===== src/rtl/operand_fetch.sv =====
// operand_fetch: scoreboarded operand fetch stage with writeback bypass and a one-entry output register
module operand_fetch (
    input  logic        clk,
    input  logic        rst,
    input  logic        instr_valid,
    output logic        instr_ready,
    input  logic [4:0]  instr_rs,
    input  logic [4:0]  instr_rt,
    input  logic [4:0]  instr_rd,
    input  logic        instr_writes,
    output logic [4:0]  read_register1,
    output logic [4:0]  read_register2,
    input  logic [31:0] read_data1,
    input  logic [31:0] read_data2,
    input  logic        wb_valid,
    input  logic [4:0]  wb_reg,
    input  logic [31:0] wb_data,
    output logic        out_valid,
    input  logic        out_ready,
    output logic [31:0] out_a,
    output logic [31:0] out_b,
    output logic [4:0]  out_rd,
    output logic        out_writes,
    output logic [15:0] stall_count
);
    logic [31:0] busy;
    logic [31:0] busy_next;
    logic        hit_rs;
    logic        hit_rt;
    logic        hit_rd;
    logic        src_haz;
    logic        dst_haz;
    logic        issue;
    logic [31:0] op_a;
    logic [31:0] op_b;

    assign read_register1 = instr_rs;
    assign read_register2 = instr_rt;

    // Hazard detection, with a same-cycle writeback counting as already resolved
    always_comb begin
        hit_rs      = wb_valid && wb_reg == instr_rs && instr_rs != 5'd0;
        hit_rt      = wb_valid && wb_reg == instr_rt && instr_rt != 5'd0;
        hit_rd      = wb_valid && wb_reg == instr_rd && instr_rd != 5'd0;
        src_haz     = (busy[instr_rs] && !hit_rs) || (busy[instr_rt] && !hit_rt);
        dst_haz     = instr_writes && busy[instr_rd] && !hit_rd;
        instr_ready = !src_haz && !dst_haz && (!out_valid || out_ready) && !rst;
        issue       = instr_valid && instr_ready;
        op_a        = instr_rs == 5'd0 ? 32'd0 : hit_rs ? wb_data : read_data1;
        op_b        = instr_rt == 5'd0 ? 32'd0 : hit_rt ? wb_data : read_data2;
    end

    // Scoreboard update: writeback clears first so a same-edge issue set wins; r0 never busy
    always_comb begin
        busy_next = busy;
        if (wb_valid)
            busy_next[wb_reg] = 1'b0;
        if (issue && instr_writes)
            busy_next[instr_rd] = 1'b1;
        busy_next[0] = 1'b0;
    end

    // State registers: scoreboard, output bundle and stall counter
    always_ff @(posedge clk) begin
        if (rst) begin
            busy        <= 32'd0;
            out_valid   <= 1'b0;
            out_a       <= 32'd0;
            out_b       <= 32'd0;
            out_rd      <= 5'd0;
            out_writes  <= 1'b0;
            stall_count <= 16'd0;
        end else begin
            busy <= busy_next;
            if (issue) begin
                out_valid  <= 1'b1;
                out_a      <= op_a;
                out_b      <= op_b;
                out_rd     <= instr_rd;
                out_writes <= instr_writes;
            end else if (out_ready) begin
                out_valid <= 1'b0;
            end
            if (instr_valid && (src_haz || dst_haz) && stall_count != 16'hFFFF)
                stall_count <= stall_count + 16'd1;
        end
    end
endmodule


===== config.mk =====
export PLATFORM = sky130hd
export DESIGN_NAME = operand_fetch
export DESIGN_NICKNAME = d
export VERILOG_FILES = /design/src/rtl/operand_fetch.sv
export SDC_FILE = /design/constraint.sdc
export NUM_CORES = 1
export LEC_CHECK = 0
export ABC_CLOCK_PERIOD_IN_PS = 3300
export CAP_MARGIN = 40
export CELL_PAD_IN_SITES_DETAIL_PLACEMENT = 0
export CELL_PAD_IN_SITES_GLOBAL_PLACEMENT = 1
export CORE_MARGIN = 4
export CORE_UTILIZATION = 34
export CTS_CLUSTER_DIAMETER = 40
export CTS_CLUSTER_SIZE = 20
export DETAILED_ROUTE_END_ITERATION = 10
export PLACE_DENSITY_LB_ADDON = 0.1
export SYNTH_ARGS = -nofsm -noshare
export SYNTH_HDL_FRONTEND = slang
export SYNTH_SLANG_ARGS = --single-unit

===== constraint.sdc =====
create_clock -name clk -period 3.3 [get_ports clk]
set_input_delay 0.66 -clock clk [delete_from_list [all_inputs] [get_ports clk]]
set_output_delay 0.66 -clock clk [all_outputs]
set_load 0.1 [all_outputs]

After elaboration in Yosys (flattened, before gate mapping)

Cells that the tools add are included.

Bits in registers: 119
Input bits: 122
Output and inout port bits: 98

Add/subtract/negate cells: 1
Magnitude comparators: 6
Equal/unequal tests: 4
Muxes and demuxes: 18
Bitwise logic cells: 3
Reduce and logical (&&, ||, !) cells: 35

Operator list:

| cell                                                              | number |
|---|---|
| two-way mux 32 bit                                                | 6 |
| bitwise AND 32 bit                                                | 1 |
| NOT 32 bit                                                        | 1 |
| bitwise OR 32 bit                                                 | 1 |
| < comparator 5 x 6 -> 1 bit, second input constant                | 4 |
| logical AND 1 bit                                                 | 19 |
| adder 16 x 1 -> 16 bit, second input constant                     | 1 |
| inequality test 16 bit, second input constant                     | 1 |
| binary-select mux 1 bit (select 5 bit)                            | 3 |
| equality test 5 bit                                               | 3 |
| nonzero test 5 bit                                                | 3 |
| demux 1 bit (select 5 bit)                                        | 2 |
| greater-or-equal comparator 5 x 1 -> 1 bit, second input constant | 2 |
| zero test 5 bit                                                   | 2 |
| zero test 1 bit                                                   | 7 |
| two-way mux 1 bit                                                 | 7 |
| logical OR 1 bit                                                  | 3 |
| nonzero test 2 bit                                                | 1 |

Longest topological paths before layout

Word-level depth: 13
Gate-level depth with buffers: 11
Depth with buffers taken out: 7

Worst setup path before layout

Ideal clock, no wire load.

Kind: input port to output port
From: input port instr_rs[0]
To: output port instr_ready
Arrival time: 4.147 ns
Data required time: 2.640 ns
Setup slack: -1.507 ns
Cell stages on the path: 7
Cells stage by stage: buf_6 -> mux4_2 -> or4b_1 -> o311a_2 -> o211ai_2 -> nand3_1 -> nor3_1

Cells in the longest elaborated chain, start to end: 10

RTL lines:

| element                                                                        | line | RTL |
|---|---|---|
| from (decl)                                                                    | 7    | `input logic [4:0] instr_rs,` |
| branches (longest 4 deep; another with binary-select mux 1 bit (select 5 bit)) | --   |  |
| logical AND 1 bit (*)                                                          | 45   | `src_haz = (busy[instr_rs] && !hit_rs) \|\| (busy[instr_rt] && !hit_rt);` |
| logical OR 1 bit (*)                                                           | 45   |  |
| zero test 1 bit (*)                                                            | 47   | `instr_ready = !src_haz && !dst_haz && (!out_valid \|\| out_ready) && !rst;` |
| logical AND 1 bit (*) (3 in series)                                            | 47   |  |
| to (decl)                                                                      | 6    | `output logic instr_ready,` |

Mark *: on every way between the ends. The select of a mux whose other input is x is not followed.

Worst setup path in the final report

From: input port instr_rd[3]
To: output port instr_ready

Cells in the longest elaborated chain, start to end: 9

RTL lines:

| element                                                                        | line | RTL |
|---|---|---|
| from (decl)                                                                    | 9    | `input logic [4:0] instr_rd,` |
| branches (longest 4 deep; another with binary-select mux 1 bit (select 5 bit)) | --   |  |
| logical AND 1 bit (*)                                                          | 46   | `dst_haz = instr_writes && busy[instr_rd] && !hit_rd;` |
| zero test 1 bit (*)                                                            | 47   |  |
| logical AND 1 bit (*) (3 in series)                                            | 47   |  |

Marks and branches as above.

==> metrics <==
status finished clean; Ports 220; pre-CTS setup slack -0.417 ns; Die X-Extent 151 µm; xor/xnor share of the synthesized area 1.78%; r2r setup slk 0.48 ns; core area 0.0197 mm²; share of layout cells above drive strength 1 26.7%; reg2reg start busy[11]$_SDFF_PP0_; CP Data Required Time 2.64 ns; flops & latches, synth 118; EDFF count, synth 0; grt total ovfl 0; IO Port Bufs 219; fin crit period 3.24 ns; full die area 0.0227 mm²; DRC Markers 0; CP Class in2out; final instance area 0.0104 mm²; RD Place Congestion 0.847; Syn Nets 913; Worst Path Arrival 2.58 ns; CTS tree yes; leakage 4.08 nW; Avg WL per Cell 18.8 µm; setup ws final 0.0616 ns; initial antenna violation count 0; Slew @ Worst Pin 0.805 ns; Area after DPL 0.00949 mm²; R2R cell count 10; Initial Utilization 35.0%; largest family of logic cells by synthesized area simple AND/OR/NAND/NOR gates; period utilization 98.1%; post-synthesis compound-gate area fraction 15.6%; Setup Skew 0.00764 ns; cell area after synthesis 0.00690 mm²; antenna viol nets, final 0; CTS Buf Count 17; aggregate global-route resource usage 21.5%; hold violation count in the final report 0; vias in the first global route 6747; std cell rows 51; clock transition at the registers of the reported paths 0.06 ns; routed vias/inst 5.23; Area Overhead vs Synth 50.6%; first-pass GRT wire length 38.1 mm; Worst setup SP type input pin; clock tree buffer depth 2; Syn Inst Count 790; ant diodes 0; Die H 151 µm; Synth Area in Adders 0.181%; Hold Crit Class reg2reg; First-pass DRT Iterations 5; synth warn 0; final wirelength 24.9 mm; CTS H-tree lvls 4; Yosys cell types 61; HPWL Detailed 17.4 mm; CTS root buf clkbuf_16; CP Capture Point instr_ready; Critical Path Sink Type output pin; commonest non-fill, non-tap cells in the layout buf_4, dfxtp_1, clkdlybuf4s50_1; Critical R2R Capture busy[7]$_SDFF_PP0_; CP Launch Point instr_rd[3]; Synth area leader dfxtp_1; pwr dens 445 mW/mm²; count of pins over their slew limit 0; CTS hold repair buffers 0; total number of vias 6924; DRT iter0 DRCs 394; ys flop type dfxtp_1; Fmax 309 MHz; largest net degree at the start of global routing 103; Sink Count 118; Worst Path Max Fanout 12; most common cell after layout, fill and taps aside buf_4; clk_lat worst skew 0.42 ns; mux contribution to synthesized area 15.7%; top cell type's share of synthesized area 34.2%; MaxCap Viol Count 0; Simple-Gate Fraction of Synth Area 25.6%; Slew HR 46.2%; top post-synthesis cells by area dfxtp_1, mux2i_1, nand3b_1; sequential cell area fraction in the yosys report 34.2%; synthesized area per cell 8.74 µm²; Worst VDD drop 0.000356 V; fin nets 1170; setup violators final 0; ys async rst share 0%; Fillers 1878
-- registers in the layout, indices dropped and copies added (netlist names) --
name,flops
out_valid,1
stall_count,16
busy,31
out_rd,5
out_b,32
out_writes,1
out_a,32
-- metal layers --
layer	GRT usage, %	up-vias	wire, µm
met3	7.41	24	2100
met4	6.82	0	394
met2	34.2	240	11700
met1	27.5	3263	10700
met5	0	-	0
li1	-	3397	-
-- critical path, stage by stage --
cell,delay (ns)
clkdlybuf4s15_1,0.20
buf_12,0.15
buf_4,0.13
buf_4,0.13
or4_1,0.40
a21oi_1,0.19
o31ai_2,0.08
a31o_1,0.26
nand3_4,0.12
nor3_4,0.05
buf_12,0.18
-- what timing repair did --
item / in CTS / in global routing
gates cloned: 3 / 1
setup endpoints to repair: 1 / 1
setup buffers: 9 / 10
gates resized for setup: 23 / 36
pin swaps: 5 / 12
-- synthesized netlist by cell type (3+ instances only) --
| cell | number |
|---|---|
| clkbuf_8 | 6 |
| o31ai_1 | 46 |
| mux2_2 | 6 |
| nand3b_1 | 77 |
| buf_4 | 14 |
| or4_1 | 14 |
| nand2b_1 | 3 |
| dfxtp_1 | 118 |
| nand4_2 | 3 |
| nand3_1 | 12 |
| nor3b_1 | 5 |
| and3_1 | 7 |
| nand2_1 | 88 |
| buf_6 | 7 |
| o21ai_0 | 84 |
| buf_1 | 6 |
| a21oi_1 | 31 |
| nor2_1 | 40 |
| inv_1 | 3 |
| mux4_2 | 8 |
| mux4_1 | 4 |
| or3b_2 | 3 |
| nor3_1 | 9 |
| clkbuf_1 | 36 |
| nor2b_1 | 19 |
| buf_2 | 9 |
| mux2i_1 | 73 |
| nand4_1 | 6 |
| xnor2_1 | 14 |
-- final cells by class --
class	instances	area, µm²	area share, %
Clock buffer	17	425	4.09
Clock inverter	14	200	1.93
Inverter	3	15.0	0.144
Multi-Input combinational cell	591	4170	40.2
Sequential cell	118	2360	22.7
Tap cell	265	332	3.19
Timing Repair Buffer	316	2890	27.8
-- metrics by stage --
step,hold WS [ns],cells,total power (W),util [%],setup TNS [ns]
floorplan,0.480,790,0.00224,-,-0.252
detailed placement,0.469,1270,0.00263,48.1,-21.30
global placement,0.471,1270,0.00263,48.1,-19.26
finish,0.479,1324,0.00463,52.7,0
CTS,0.485,1313,0.00465,52.1,0
global route,0.509,1324,0.00480,52.7,-0.0306
-- cell families after synthesis --
logic type,after synthesis
compound gates,179
xor+xnor,14
simple gates,306
mux,91
flops,118
buf+inv,81
fa+ha+maj,1
-- report_power, final --
part	total (W)	internal [W]	leakage (nW)	switching, W
Clock	0.00199	0.00127	0.297	0.000726
Combinational	0.00113	0.000409	2.83	0.000718
Sequential	0.00151	0.00148	0.957	0.0000299
Total	0.00463	0.00315	4.08	0.00147
-- worst min path at each step --
stage	start	end	slack (ns)	cells after the start
2_1_floorplan	busy[10]$_SDFF_PP0_	busy[10]$_SDFF_PP0_	0.48	2
6_report	out_rd[4]$_SDFFE_PP0P_	out_rd[4]$_SDFFE_PP0P_	0.48	2
4_1_cts	out_rd[3]$_SDFFE_PP0P_	out_rd[3]$_SDFFE_PP0P_	0.48	2
3_5_place_dp	out_rd[3]$_SDFFE_PP0P_	out_rd[3]$_SDFFE_PP0P_	0.47	2
3_3_place_gp	out_rd[3]$_SDFFE_PP0P_	out_rd[3]$_SDFFE_PP0P_	0.47	2
5_1_grt	out_rd[4]$_SDFFE_PP0P_	out_rd[4]$_SDFFE_PP0P_	0.51	2
(Power assumes the default switching activity.)
